<file path="config.mk">
export PLATFORM = sky130hd
export DESIGN_NAME = reg_file_sb
export DESIGN_NICKNAME = d
export VERILOG_FILES = /design/src/rtl/reg_file_sb.sv
export SDC_FILE = /design/constraint.sdc
export NUM_CORES = 1
export LEC_CHECK = 0
export CAP_MARGIN = 20
export CORE_MARGIN = 8
export CORE_UTILIZATION = 56
export DETAILED_ROUTE_END_ITERATION = 7
export GPL_TIMING_DRIVEN = 0
export HOLD_SLACK_MARGIN = 0.02
export PLACE_DENSITY = 0.84
export SETUP_SLACK_MARGIN = 0.3
export SKIP_CTS_REPAIR_TIMING = 1
export SYNTH_ARGS = -nofsm -noshare
export SYNTH_HDL_FRONTEND = slang
export SYNTH_SLANG_ARGS = --single-unit
</file>
<file path="constraint.sdc">
create_clock -name clk -period 2.79 [get_ports clk]
set_input_delay 0.6975 -clock clk [delete_from_list [all_inputs] [get_ports clk]]
set_output_delay 0.6975 -clock clk [all_outputs]
set_load 0.01 [all_outputs]
</file>
<file path="src/rtl/reg_file_sb.sv">
// reg_file_sb: datapath register file with write-to-read bypass, a per-register
// pending (scoreboard) bit and a sequential zeroing sweep.
//
// Ports
//   clk, reset                  clock, asynchronous active-high reset
//   reg_write/write_index/write_data    write port (writeback)
//   reserve_en/reserve_index    sets the pending bit of an issuing producer (decode)
//   A_index/B_index             read selects
//   A_data/B_data               combinational read data
//   A_pending/B_pending         selected register has an outstanding producer
//   clear_req                   request a full-array zero sweep
//   busy                        sweep in progress (reads/pending forced to 0)
//   clear_done                  one-cycle pulse in the first idle cycle after a sweep
//
// Register 0 reads as zero, ignores writes and never becomes pending.

// One read port: picks bypass data, array data or zero, and masks pending on a
// bypass hit since the producer's result is being delivered this cycle.
module reg_file_sb_rd_port #(
    parameter int WIDTH    = 16,
    parameter int REG_BITS = 4,
    parameter int BYPASS   = 1
) (
    input  logic                                 idle,
    input  logic [REG_BITS-1:0]                  rd_index,
    input  logic [(2**REG_BITS)-1:0][WIDTH-1:0]  ram,
    input  logic [(2**REG_BITS)-1:0]             pending,
    input  logic                                 reg_write,
    input  logic [REG_BITS-1:0]                  write_index,
    input  logic [WIDTH-1:0]                     write_data,
    output logic [WIDTH-1:0]                     rd_data,
    output logic                                 rd_pending
);
    logic zero_sel;
    logic hit;

    assign zero_sel = ~idle | (rd_index == '0);
    assign hit      = (BYPASS != 0) & reg_write & (write_index == rd_index);

    always_comb begin
        rd_data    = '0;
        rd_pending = 1'b0;
        if (!zero_sel) begin
            rd_data    = hit ? write_data : ram[rd_index];
            rd_pending = pending[rd_index] & ~hit;
        end
    end
endmodule

module reg_file_sb #(
    parameter int WIDTH    = 16,
    parameter int REG_BITS = 4,
    parameter int BYPASS   = 1
) (
    input  logic                clk,
    input  logic                reset,
    input  logic                reg_write,
    input  logic [REG_BITS-1:0] write_index,
    input  logic [WIDTH-1:0]    write_data,
    input  logic [REG_BITS-1:0] A_index,
    input  logic [REG_BITS-1:0] B_index,
    output logic [WIDTH-1:0]    A_data,
    output logic [WIDTH-1:0]    B_data,
    input  logic                reserve_en,
    input  logic [REG_BITS-1:0] reserve_index,
    output logic                A_pending,
    output logic                B_pending,
    input  logic                clear_req,
    output logic                busy,
    output logic                clear_done
);
    localparam int DEPTH     = 2**REG_BITS;
    localparam int NUM_PORTS = 2;

    typedef enum logic {CLEAR = 1'b0, IDLE = 1'b1} state_t;

    state_t                          state, state_nxt;
    logic [REG_BITS-1:0]             cnt;
    logic [DEPTH-1:0][WIDTH-1:0]     ram;
    logic [DEPTH-1:0]                pending;
    logic                            idle;
    logic                            ops_en;
    logic                            wr_en;
    logic                            rs_en;
    logic                            sweep_last;

    logic [NUM_PORTS-1:0][REG_BITS-1:0] rd_idx;
    logic [NUM_PORTS-1:0][WIDTH-1:0]    rd_data;
    logic [NUM_PORTS-1:0]               rd_pend;

    assign idle       = (state == IDLE);
    // A clear request in idle drops any write/reserve presented with it.
    assign ops_en     = idle & ~clear_req;
    assign wr_en      = ops_en & reg_write  & (write_index   != '0);
    assign rs_en      = ops_en & reserve_en & (reserve_index != '0);
    assign sweep_last = (cnt == REG_BITS'(DEPTH-1));

    // ---- FSM: state register ----
    always_ff @(posedge clk or posedge reset) begin
        if (reset) state <= CLEAR;
        else       state <= state_nxt;
    end

    // ---- FSM: next state ----
    always_comb begin
        state_nxt = state;
        case (state)
            CLEAR:   if (sweep_last) state_nxt = IDLE;
            IDLE:    if (clear_req)  state_nxt = CLEAR;
            default: state_nxt = CLEAR;
        endcase
    end

    // ---- FSM: outputs ----
    always_comb begin
        busy = (state == CLEAR);
    end

    // Sweep counter advances only while clearing; it wraps to 0 on the last
    // step so the next sweep starts at register 0.
    always_ff @(posedge clk or posedge reset) begin
        if (reset)              cnt <= '0;
        else if (state == CLEAR) cnt <= cnt + 1'b1;
    end

    always_ff @(posedge clk or posedge reset) begin
        if (reset) clear_done <= 1'b0;
        else       clear_done <= (state == CLEAR) & sweep_last;
    end

    // Array has no reset; the sweep is what establishes zeros.
    always_ff @(posedge clk) begin
        if (state == CLEAR)  ram[cnt]         <= '0;
        else if (wr_en)      ram[write_index] <= write_data;
    end

    // Reserve is applied after the write-clear so a same-cycle reserve wins.
    always_ff @(posedge clk or posedge reset) begin
        if (reset) begin
            pending <= '0;
        end else if (!idle) begin
            pending <= '0;
        end else begin
            if (wr_en) pending[write_index]   <= 1'b0;
            if (rs_en) pending[reserve_index] <= 1'b1;
        end
    end

    // ---- read ports ----
    assign rd_idx = {B_index, A_index};

    for (genvar p = 0; p < NUM_PORTS; p++) begin : g_rd
        reg_file_sb_rd_port #(
            .WIDTH    (WIDTH),
            .REG_BITS (REG_BITS),
            .BYPASS   (BYPASS)
        ) u_rd (
            .idle        (idle),
            .rd_index    (rd_idx[p]),
            .ram         (ram),
            .pending     (pending),
            .reg_write   (reg_write),
            .write_index (write_index),
            .write_data  (write_data),
            .rd_data     (rd_data[p]),
            .rd_pending  (rd_pend[p])
        );
    end

    assign A_data    = rd_data[0];
    assign B_data    = rd_data[1];
    assign A_pending = rd_pend[0];
    assign B_pending = rd_pend[1];
endmodule
</file>
Yosys cells after proc, flatten, opt, wreduce, memory -nomap -nowiden:

Index checks and enable logic that the tools add are counted.

* bits in registers: 278
* bits of input ports: 37
* output and inout bits: 36
* word-level logic and storage cells: 93

* $add $sub $neg: 1
* $lt $le $gt $ge: 8
* equality and inequality tests: 4
* muxes and demuxes: 32
* bitwise gates (word level): 21
* reduce and logical (&&, ||, !) cells: 7

Operators by type and width (number)
* $mux W256: 2
* $and A256 B256 Y256: 1
* $bwmux W256: 1
* $not A256 Y256: 1
* $mux W16: 12
* $bmux W16 S4: 2
* $demux W16 S4: 2
* $lt A4 B5 Y1 const B: 5
* $and A16 B16 Y16: 1
* $not A16 Y16: 1
* $or A16 B16 Y16: 1
* $ge A4 B1 Y1 const B: 3
* $and A1 B1 Y1: 10
* $bmux W1 S4: 2
* $demux W1 S4: 2
* $eq A4 B4 Y1: 2
* $logic_not A4 Y1: 2
* $mux W1: 8
* $reduce_bool A4 Y1: 2
* $add A4 B1 Y4 const B: 1
* $eq A4 B4 Y1 const B: 1
* $not A1 Y1: 4
* $logic_and A1 B1 Y1: 3
* $ne A2 B1 Y1 const B: 1
* other kinds (2): 3

Logic depth before layout (Yosys ltp):

Gate-level depths: netlist of the first run.

* depth in word-level cells: 11
* gate-level depth with buffers: 7
* mapped depth without buffers: 5

By module:

A second synthesis of the first run with hierarchy kept.

* cells, all modules: 1318
* area total of the unflattened synthesis: 16819.9 um2

By module, submodules not included
* reg_file_sb: times used 1, cells each 824, area each 11867.6 um2, seq. area each 8237.9 um2
* reg_file_sb_rd_port: times used 2, cells each 247, area each 2476.1 um2, seq. area each 0.0 um2

Worst setup path before layout of the first run:

OpenSTA, ideal clock, no wires.

* kind: input port to flip-flop
* from: in write_index[0]
* to: reg ram[48] (netlist bit), enable pin
* library setup time: 439 ps
* arrival time: 2832 ps
* data required time: 2351 ps
* setup slack: -481 ps
* stages on the path: 3
* buffers on the path: 1
* cells stage by stage: buf_2 -> nand2_1 -> o41ai_1

* cells in the longest elaborated chain, start to end: 3

Ends and longest elaborated chain
* from (decl): RTL line 58 `input logic [REG_BITS-1:0] write_index,`
* $reduce_bool A4 Y1: RTL line 94 `assign wr_en = ops_en & reg_write & (write_index != '0);`
* $and A1 B1 Y1: RTL line 94
* $ne A2 B1 Y1 (no line)
* to (signal, indexed assignment): RTL line 134 `else if (wr_en) ram[write_index] <= write_data;`
* to (decl): RTL line 79 `logic [DEPTH-1:0][WIDTH-1:0] ram;`

No other way between the ends.
A chain may end at the register's enable or synchronous reset.

Worst setup path after layout of the first run:

* from: reg ram[238] (netlist bit)
* to: out A_data[14]

* cells in the longest elaborated chain, start to end: 4

Ends and longest elaborated chain
* $bmux W16 S4: RTL line 44 `rd_data = hit ? write_data : ram[rd_index];`
* $mux W16 (implied by the code): RTL line 44
* $mux W16: RTL line 44
* $mux W16: RTL line 43 `if (!zero_sel) begin`
* to (decl): RTL line 62 `output logic [WIDTH-1:0] A_data,`

No other way between the ends. The select of a mux whose other input is x is not followed.

==> results.md, run 1 <==
* Remaining antenna violation count at 0
* Syn avg cell area at between 10 and 15 sq um
* Final Setup Violations at 34
* Sequential fraction of the synthesis area at 49.8%
* Worst Hold Class: flip-flop to flip-flop
* Unrepaired setup endpoints after global routing: yes
* GR Overflow Total at 0
* Worst reg-to-reg setup slack at around 0.13 ns
* Cts bufs inserted at 31
* Clock-pin slew on the worst setup and hold paths at 0.06 ns
* Synthesized Nets at 1386
* Syn Inst Count at 1345
* Final Hold Vio Count at 0
* Root Driver: clkbuf_16
* Max-slew violation count at 0
* Clk sinks at around 280
* CP peak stage delay at ~0.53 ns
* Worst EP required at 2.09 ns
* CP Launch Type: flip-flop
* HPWL Detailed at roughly 45 mm
* H-tree depth at 1
* Max-slew headroom at about 31%
* Effective utilization at floorplan at around 56%
* Final Instance Area at 23000 sq um
* Die span in y at about 190 um
* Die W at approximately 190 um
* Fmax achieved at around 320 MHz
* Synthesized flop and latch total at about 280
* Share of cells above drive strength 1 at 38.1%
* Asr flop ratio synth at 7.91%
* Vias per inst at between 7 and 8
* I/O pin cnt at between 70 and 80
* Status: finished with violations
* Arr. time, crit path at between 2 and 2.5 ns
* Cell chain of the critical path: mux4_2 > mux2_4 > a211oi_4 > a21oi_4 > buf_6
* Netlist Area Pre-Place at roughly 17000 sq um
* Initial antenna violation count at 1
* Setup Skew at around 0.0086 ns
* Largest net degree at the start of global routing at 23
* Post-layout min period at 3.15 ns
* Post-layout util at a little under 80%
* Failing checks: negative setup slack
* Vias in the first global route at about 14k
* Layout area overhead at 38.9%
* Deepest clock path buffer count at 3
* Power Density at 1000 nW/um^2
* Port Buffers at 66
* Final period utilization at 113%
* Via count at about 15k
* 1st-iter DRT viols at about 2.6k
* CP delay by family, top: multiplexers
* TNS Setup at -7.91 ns
* Crit path capture type: output port
* Synth Flop Type: edfxtp_1
* Max Cap Viol at 0
* Slowest cell on crit path: mux4_2
* Global-route wire length before repair at just under 90 mm
* Worst Tran Pin Value at between 1 and 1.5 ns
* Wire per inst at approximately 35 um
* Max Fanout on Critical Path at 3
* Skew-Pair Late Insertion Delay at slightly below 0.6 ns
* Nets at 1609
* ANT cells at 0
* DR DRC count at 0
* Die area at 35300 sq um
* Yosys cell types at 53
* First-pass DRT Iterations at 8
* Final wirelength at 68.8 mm
* Pleak at between 8 and 9 nW
* DP Area at 19200 sq um
* Buf+Inv Stages, Crit Path at 1
* Post-synth EDFFs at 256
* All-layer global routing usage at roughly a third
* Routability cong. at 1.02
* # rows at 63
* WHS at about 0.56 ns
* Peak VDD IR at approximately 0.00066 V
* Syn. warnings at 0
* PnR worst setup slack at -0.359 ns
* CTS tree: done
* Worst setup path class: flip-flop to output port
* Core Region at 29400 sq um
-- final timing paths --
kind | from | cells after the start | end
worst max-delay path | ram[238]$_DFFE_PP_ | 5 | A_data[14]
worst min-delay path | pending[12]$_DFF_PP0_ | 2 | pending[12]$_DFF_PP0_
worst max register to register | cnt[2]$_DFFE_PP0N_ | 6 | ram[143]$_DFFE_PP_
worst min register to register | pending[12]$_DFF_PP0_ | 2 | pending[12]$_DFF_PP0_
max in group asynchronous | reset | 2 | pending[9]$_DFF_PP0_
min in group asynchronous | reset | 2 | pending[7]$_DFF_PP0_
-- cells in the mapped netlist, types with 4 or more instances --
cell	number	area share (%)
a2111oi_0	10	0.53
a2111oi_1	11	0.67
a2111oi_2	9	0.82
a21o_1	5	0.23
a21oi_1	44	1.3
a22o_1	160	8.5
a31oi_1	4	0.15
and2_1	17	0.64
buf_1	12	0.27
buf_12	4	0.48
buf_2	40	1.2
buf_4	4	0.18
buf_6	4	0.27
clkbuf_1	64	1.5
dfrtp_1	22	3.3
edfxtp_1	256	46
ha_1	4	0.30
inv_1	19	0.43
mux2i_1	128	7.7
mux4_2	72	9.8
nand2_1	125	2.8
nand2b_1	6	0.23
nand3_1	6	0.18
nand3b_1	5	0.23
nor2_1	12	0.27
nor2b_1	35	1.3
nor3_1	4	0.12
o21ai_0	103	3.1
o22ai_1	74	2.8
o31ai_1	32	1.5
or3_1	5	0.19
xnor2_1	11	0.58
-- worst register-to-register path, delay by kind of cell (launching register included) --
kind	cells	cell delay (ns)
AO/OA/AOI/OAI	2	0.68
flip-flops	1	0.32
AND/OR/NAND/NOR	2	0.40
buffers and inverters	2	1.06
-- layer usage --
metal	GRT usage, %	up-vias	wire length (um)
met1	44.8	7440	23200
li1	-	5883	-
met2	52.2	1586	30800
met3	8.51	384	9970
met5	0	-	0
met4	13.6	0	4800
-- cells by family after synthesis --
logic type	after synthesis	synth area share [%]
flip-flops	278	49.8
XOR/XNOR	11	0.582
adder cells (fa/ha/maj)	4	0.302
AO/OA/AOI/OAI	464	20.2
multiplexers	203	17.7
buffers and inverters	148	4.32
AND/OR/NAND/NOR	237	7.11
-- through the flow --
step | setup slack [ns] | power (mW) | cells
2_1_floorplan | -0.165 | 13.9 | 1345
3_3_place_gp | -2.14 | 16.3 | 1801
3_5_place_dp | -1.64 | 16.9 | 1807
4_1_cts | -1.65 | 20.9 | 1861
5_1_grt | -0.355 | 23.6 | 1979
6_report | -0.359 | 23.1 | 1979
-- layout by cell type, fill, tap and decap left out, drive strengths merged, types with 4 or more instances in the layout --
master	instances
a2111oi	30
a21o	5
a21oi	44
a22o	160
a31oi	4
and2	17
buf	204
clkbuf	121
clkdlybuf4s50	24
clkinv	13
dfrtp	22
dlymetal6s2s	6
edfxtp	256
ha	4
inv	20
mux2i	128
mux4	72
nand2	126
nand2b	6
nand3	6
nand3b	5
nor2	12
nor2b	35
nor3	6
o21ai	104
o22ai	74
o31ai	32
or2	4
or3	5
or3b	4
xnor2	11
-- final cells by class --
cell class,count,area [sq um]
Buffer,128,1470
Clock buffer,37,798
Clock inverter,17,156
Fill cell,1577,6410
Inverter,20,78.8
Multi-Input combinational cell,919,9880
Sequential cell,278,8240
Tap cell,390,488
Timing Repair Buffer,190,1880
-- sequential cells by signal, indices dropped and copies added, names as in the netlist --
| name | cells |
|---|---|
| ram | 256 |
| pending | 16 |
| cnt | 4 |
| clear_done | 1 |
| idle | 1 |
-- where the power goes --
group	total [mW]	internal [mW]	switching (mW)
registers	9.02	7.28	1.75
logic	10.0	4.11	5.91
clock network	4.03	2.29	1.74
total	23.1	13.7	9.40
No activity file was read; power rests on OpenSTA's default activity.
==> inputs of run 2 (changes only) <==
PLACE_DENSITY = 0.77   (was 0.84)
SYNTH_HIERARCHICAL = 1   (was default)
==> run 2 against run 1 <==
Net effect:
- the flow still finishes with violations (negative setup slack)
- cell area shrank 1.5%
- global-route usage shrank 1.6 points
- hold slack lost 0.041 ns
- wire length shrank 5.6%
- fmax shrank 3.0%
- first-iteration DRC count shrank 17%
- clock power grew 9.4%
- area after synthesis grew 1.6%
- flip-flop and latch count is the same
- register-to-register slack gained 0.13 ns
- via count shrank 3.3%
- critical path depth grew 5
==> results.md, run 2 <==
* Max-slew violation count at 0
* ANT cells at 0
* Layout area overhead at 34.7%
* Pleak at around 8.6 nW
* # rows at between 60 and 70
* Worst Hold Class: flip-flop to flip-flop
* Worst Tran Pin Value at approximately 1.0 ns
* Cell chain of the critical path: buf_8 > buf_8 > buf_8 > nand3b_1 > buf_6 > buf_4 > o22ai_2 > a2111oi_2 > a21oi_1 > dlymetal6s2s_1
* Die area at roughly 36000 sq um
* Die span in y at ~190 um
* Max Fanout on Critical Path at 10
* Max Cap Viol at 0
* DR DRC count at 0
* Nets at roughly 1.6k
* Failing checks: negative setup slack
* Unrepaired setup endpoints after global routing: yes
* Clk sinks at 278
* Synth top cells by count: edfxtp_1 (256), a22o_1 (176), mux2i_1 (128), nand2_1 (105), mux4_2 (72)
* Status: finished with violations
* Synth Area in Compound Gates at a little over a fifth
* Fmax achieved at a little over 300 MHz
* Cell accounting for the most synthesized area: edfxtp_1
* Final period utilization at 116%
* Post-synthesis simple-gate area fraction at about 7.2%
* Top reg by flops: ram
* I/O pin cnt at between 70 and 80
* Sequential fraction of the synthesis area at approximately half
* Root Driver: clkbuf_16
* Asr flop ratio synth at under 10%
* Synthesized Nets at around 1.4k
* Worst EP required at ~2.1 ns
* CP peak stage delay at ~0.45 ns
* Fill cells at 1716
* Commonest cells after routing, fill and taps aside: edfxtp_1 (256), a22o_1 (176), nand2_1 (95), mux2i_1 (95), buf_4 (79)
* TNS Setup at -8.04 ns
* Yosys cell types at 57
* Combinational family with the most area after synthesis: compound AO/OA/AOI/OAI gates
* Power Density at a little over 1000 nW/um^2
* Final Hold Vio Count at 0
* Arr. time, crit path at roughly 2.6 ns
* Syn avg cell area at roughly 13 sq um
* Synthesized flop and latch total at 278
* Core Region at a little under 30000 sq um
* Syn. warnings at 6
* 1st-iter DRT viols at ~2.1k
* First-pass DRT Iterations at 8
* Netlist Area Pre-Place at around 17000 sq um
* Cts bufs inserted at 31
* CP delay by family, top: buffers and inverters
* Crit path capture type: output port
* Worst setup path class: primary input to output port
* Vias in the first global route at approximately 13k
* Adder-Cell Fraction of Synth Area at less than 1%
* Synth Flop Type: edfxtp_1
* Deepest clock path buffer count at 3
* Effective utilization at floorplan at between 50% and 60%
* Clock-pin slew on the worst setup and hold paths at 0.06 ns
* H-tree depth at 1
* HPWL Detailed at 43.5 mm
* Vias per inst at 7.65
* Die W at ~190 um
* Setup Skew at 0.00673 ns
* Most common cell after layout, fill and taps aside: edfxtp_1
* Remaining antenna violation count at 0
* Final wirelength at 64.9 mm
* Max-slew headroom at 30.6%
* Wire per inst at 33.6 um
* Slowest cell on crit path: a21oi_1
* Total power at 22.8 mW
* Largest net degree at the start of global routing at 23
* Peak VDD IR at between 0.0007 and 0.0008 V
* Worst path most repeated cell: buf_8
* Routability cong. at approximately 1.0
* Max FFs per register at ~260
* CTS tree: done
* Top cells by area, synth: edfxtp_1 (46%), mux4_2 (9.6%), a22o_1 (9.2%)
* CP Launch Type: primary input
* PnR worst setup slack at -0.457 ns
* Xor and xnor area share after synthesis at 0.573%
* Mux contribution to synthesized area at between 10% and 20%
* All-layer global routing usage at a little under a third
* GR Overflow Total at 0
* Skew-Pair Late Insertion Delay at between 0.5 and 0.6 ns
* Final Setup Violations at 34
* Post-synth EDFFs at around 260
* Port Buffers at 66
* Share of cells above drive strength 1 at around two fifths
* Initial antenna violation count at 1
* Via count at approximately 15k
* Biggest regs: ram x256, pending x16, cnt x4
* Syn Inst Count at 1318
* Top cell type's share of synthesized area at between 40 and 50%
* Post-layout min period at between 3 and 4 ns
* Buf+Inv Stages, Crit Path at 6
* Global-route wire length before repair at 86.9 mm
* Most numerous cell in the Yosys netlist: edfxtp_1
[run 2: logic make-up after synthesis]
logic type | Yosys count
DFF | 278
xor gates and xnor gates | 11
AOI/OAI and AO/OA | 465
buffers and inverters | 144
muxes | 203
and+or+nand+nor | 213
adders and majority gates | 4
[run 2: worst paths after layout]
check	cells after the start	from	endpoint	slack (ns)
max in group asynchronous	2	reset	idle$_DFF_PP0_	1.57
min in group asynchronous	2	reset	pending[15]$_DFF_PP0_	0.62
worst max register to register	6	cnt[1]$_DFFE_PP0N_	ram[208]$_DFFE_PP_	0.26
worst min-delay path	1	pending[0]$_DFF_PP0_	pending[0]$_DFF_PP0_	0.52
worst min register to register	1	pending[0]$_DFF_PP0_	pending[0]$_DFF_PP0_	0.52
worst max-delay path	10	B_index[2]	B_data[15]	-0.46
[run 2: per-stage QoR]
step	area, sq um	hold slack [ns]	utilization (%)	std cells	worst slack [ns]
2_1_floorplan	17800	0.471	-	1318	0.0123
3_3_place_gp	19000	0.491	64.1	1774	-1.68
3_5_place_dp	19100	0.500	64.5	1781	-1.70
4_1_cts	20200	0.513	68.1	1838	-1.72
5_1_grt	22700	0.526	76.5	1934	-0.438
6_report	22700	0.518	76.5	1934	-0.457
[run 2: worst reg2reg max path, stage by stage (launching register included)]
cell and delay, ns:
dfrtp_1 0.41, inv_1 0.09, ha_1 0.30, a31oi_1 0.79, clkbuf_1 0.47, nand2_1 0.15
o21ai_0 0.14
[run 2: layout make-up]
| class | instances | area, sq um | area share, % |
|---|---|---|---|
| clock buffers | 36 | 795 | 3.51 |
| plain buffers | 133 | 1370 | 6.06 |
| multi-input cells | 896 | 9680 | 42.7 |
| repair buffers | 169 | 1750 | 7.73 |
| inverters | 11 | 48.8 | 0.215 |
| well taps | 390 | 488 | 2.15 |
| flip-flops and latches | 278 | 8240 | 36.4 |
| clock inverters | 21 | 283 | 1.25 |
[run 2: power by group]
| group | switching (mW) | internal (mW) | total (mW) |
|---|---|---|---|
| logic | 5.45 | 4.06 | 9.51 |
| registers | 1.61 | 7.27 | 8.88 |
| clock network | 1.74 | 2.67 | 4.41 |
[run 2: per-layer routing]
layer,global-route usage (%),part of all wire [%]
met3,8.81,14
met1,43.5,35
met2,49.5,45
met4,9.83,5.3
met5,0,0.015
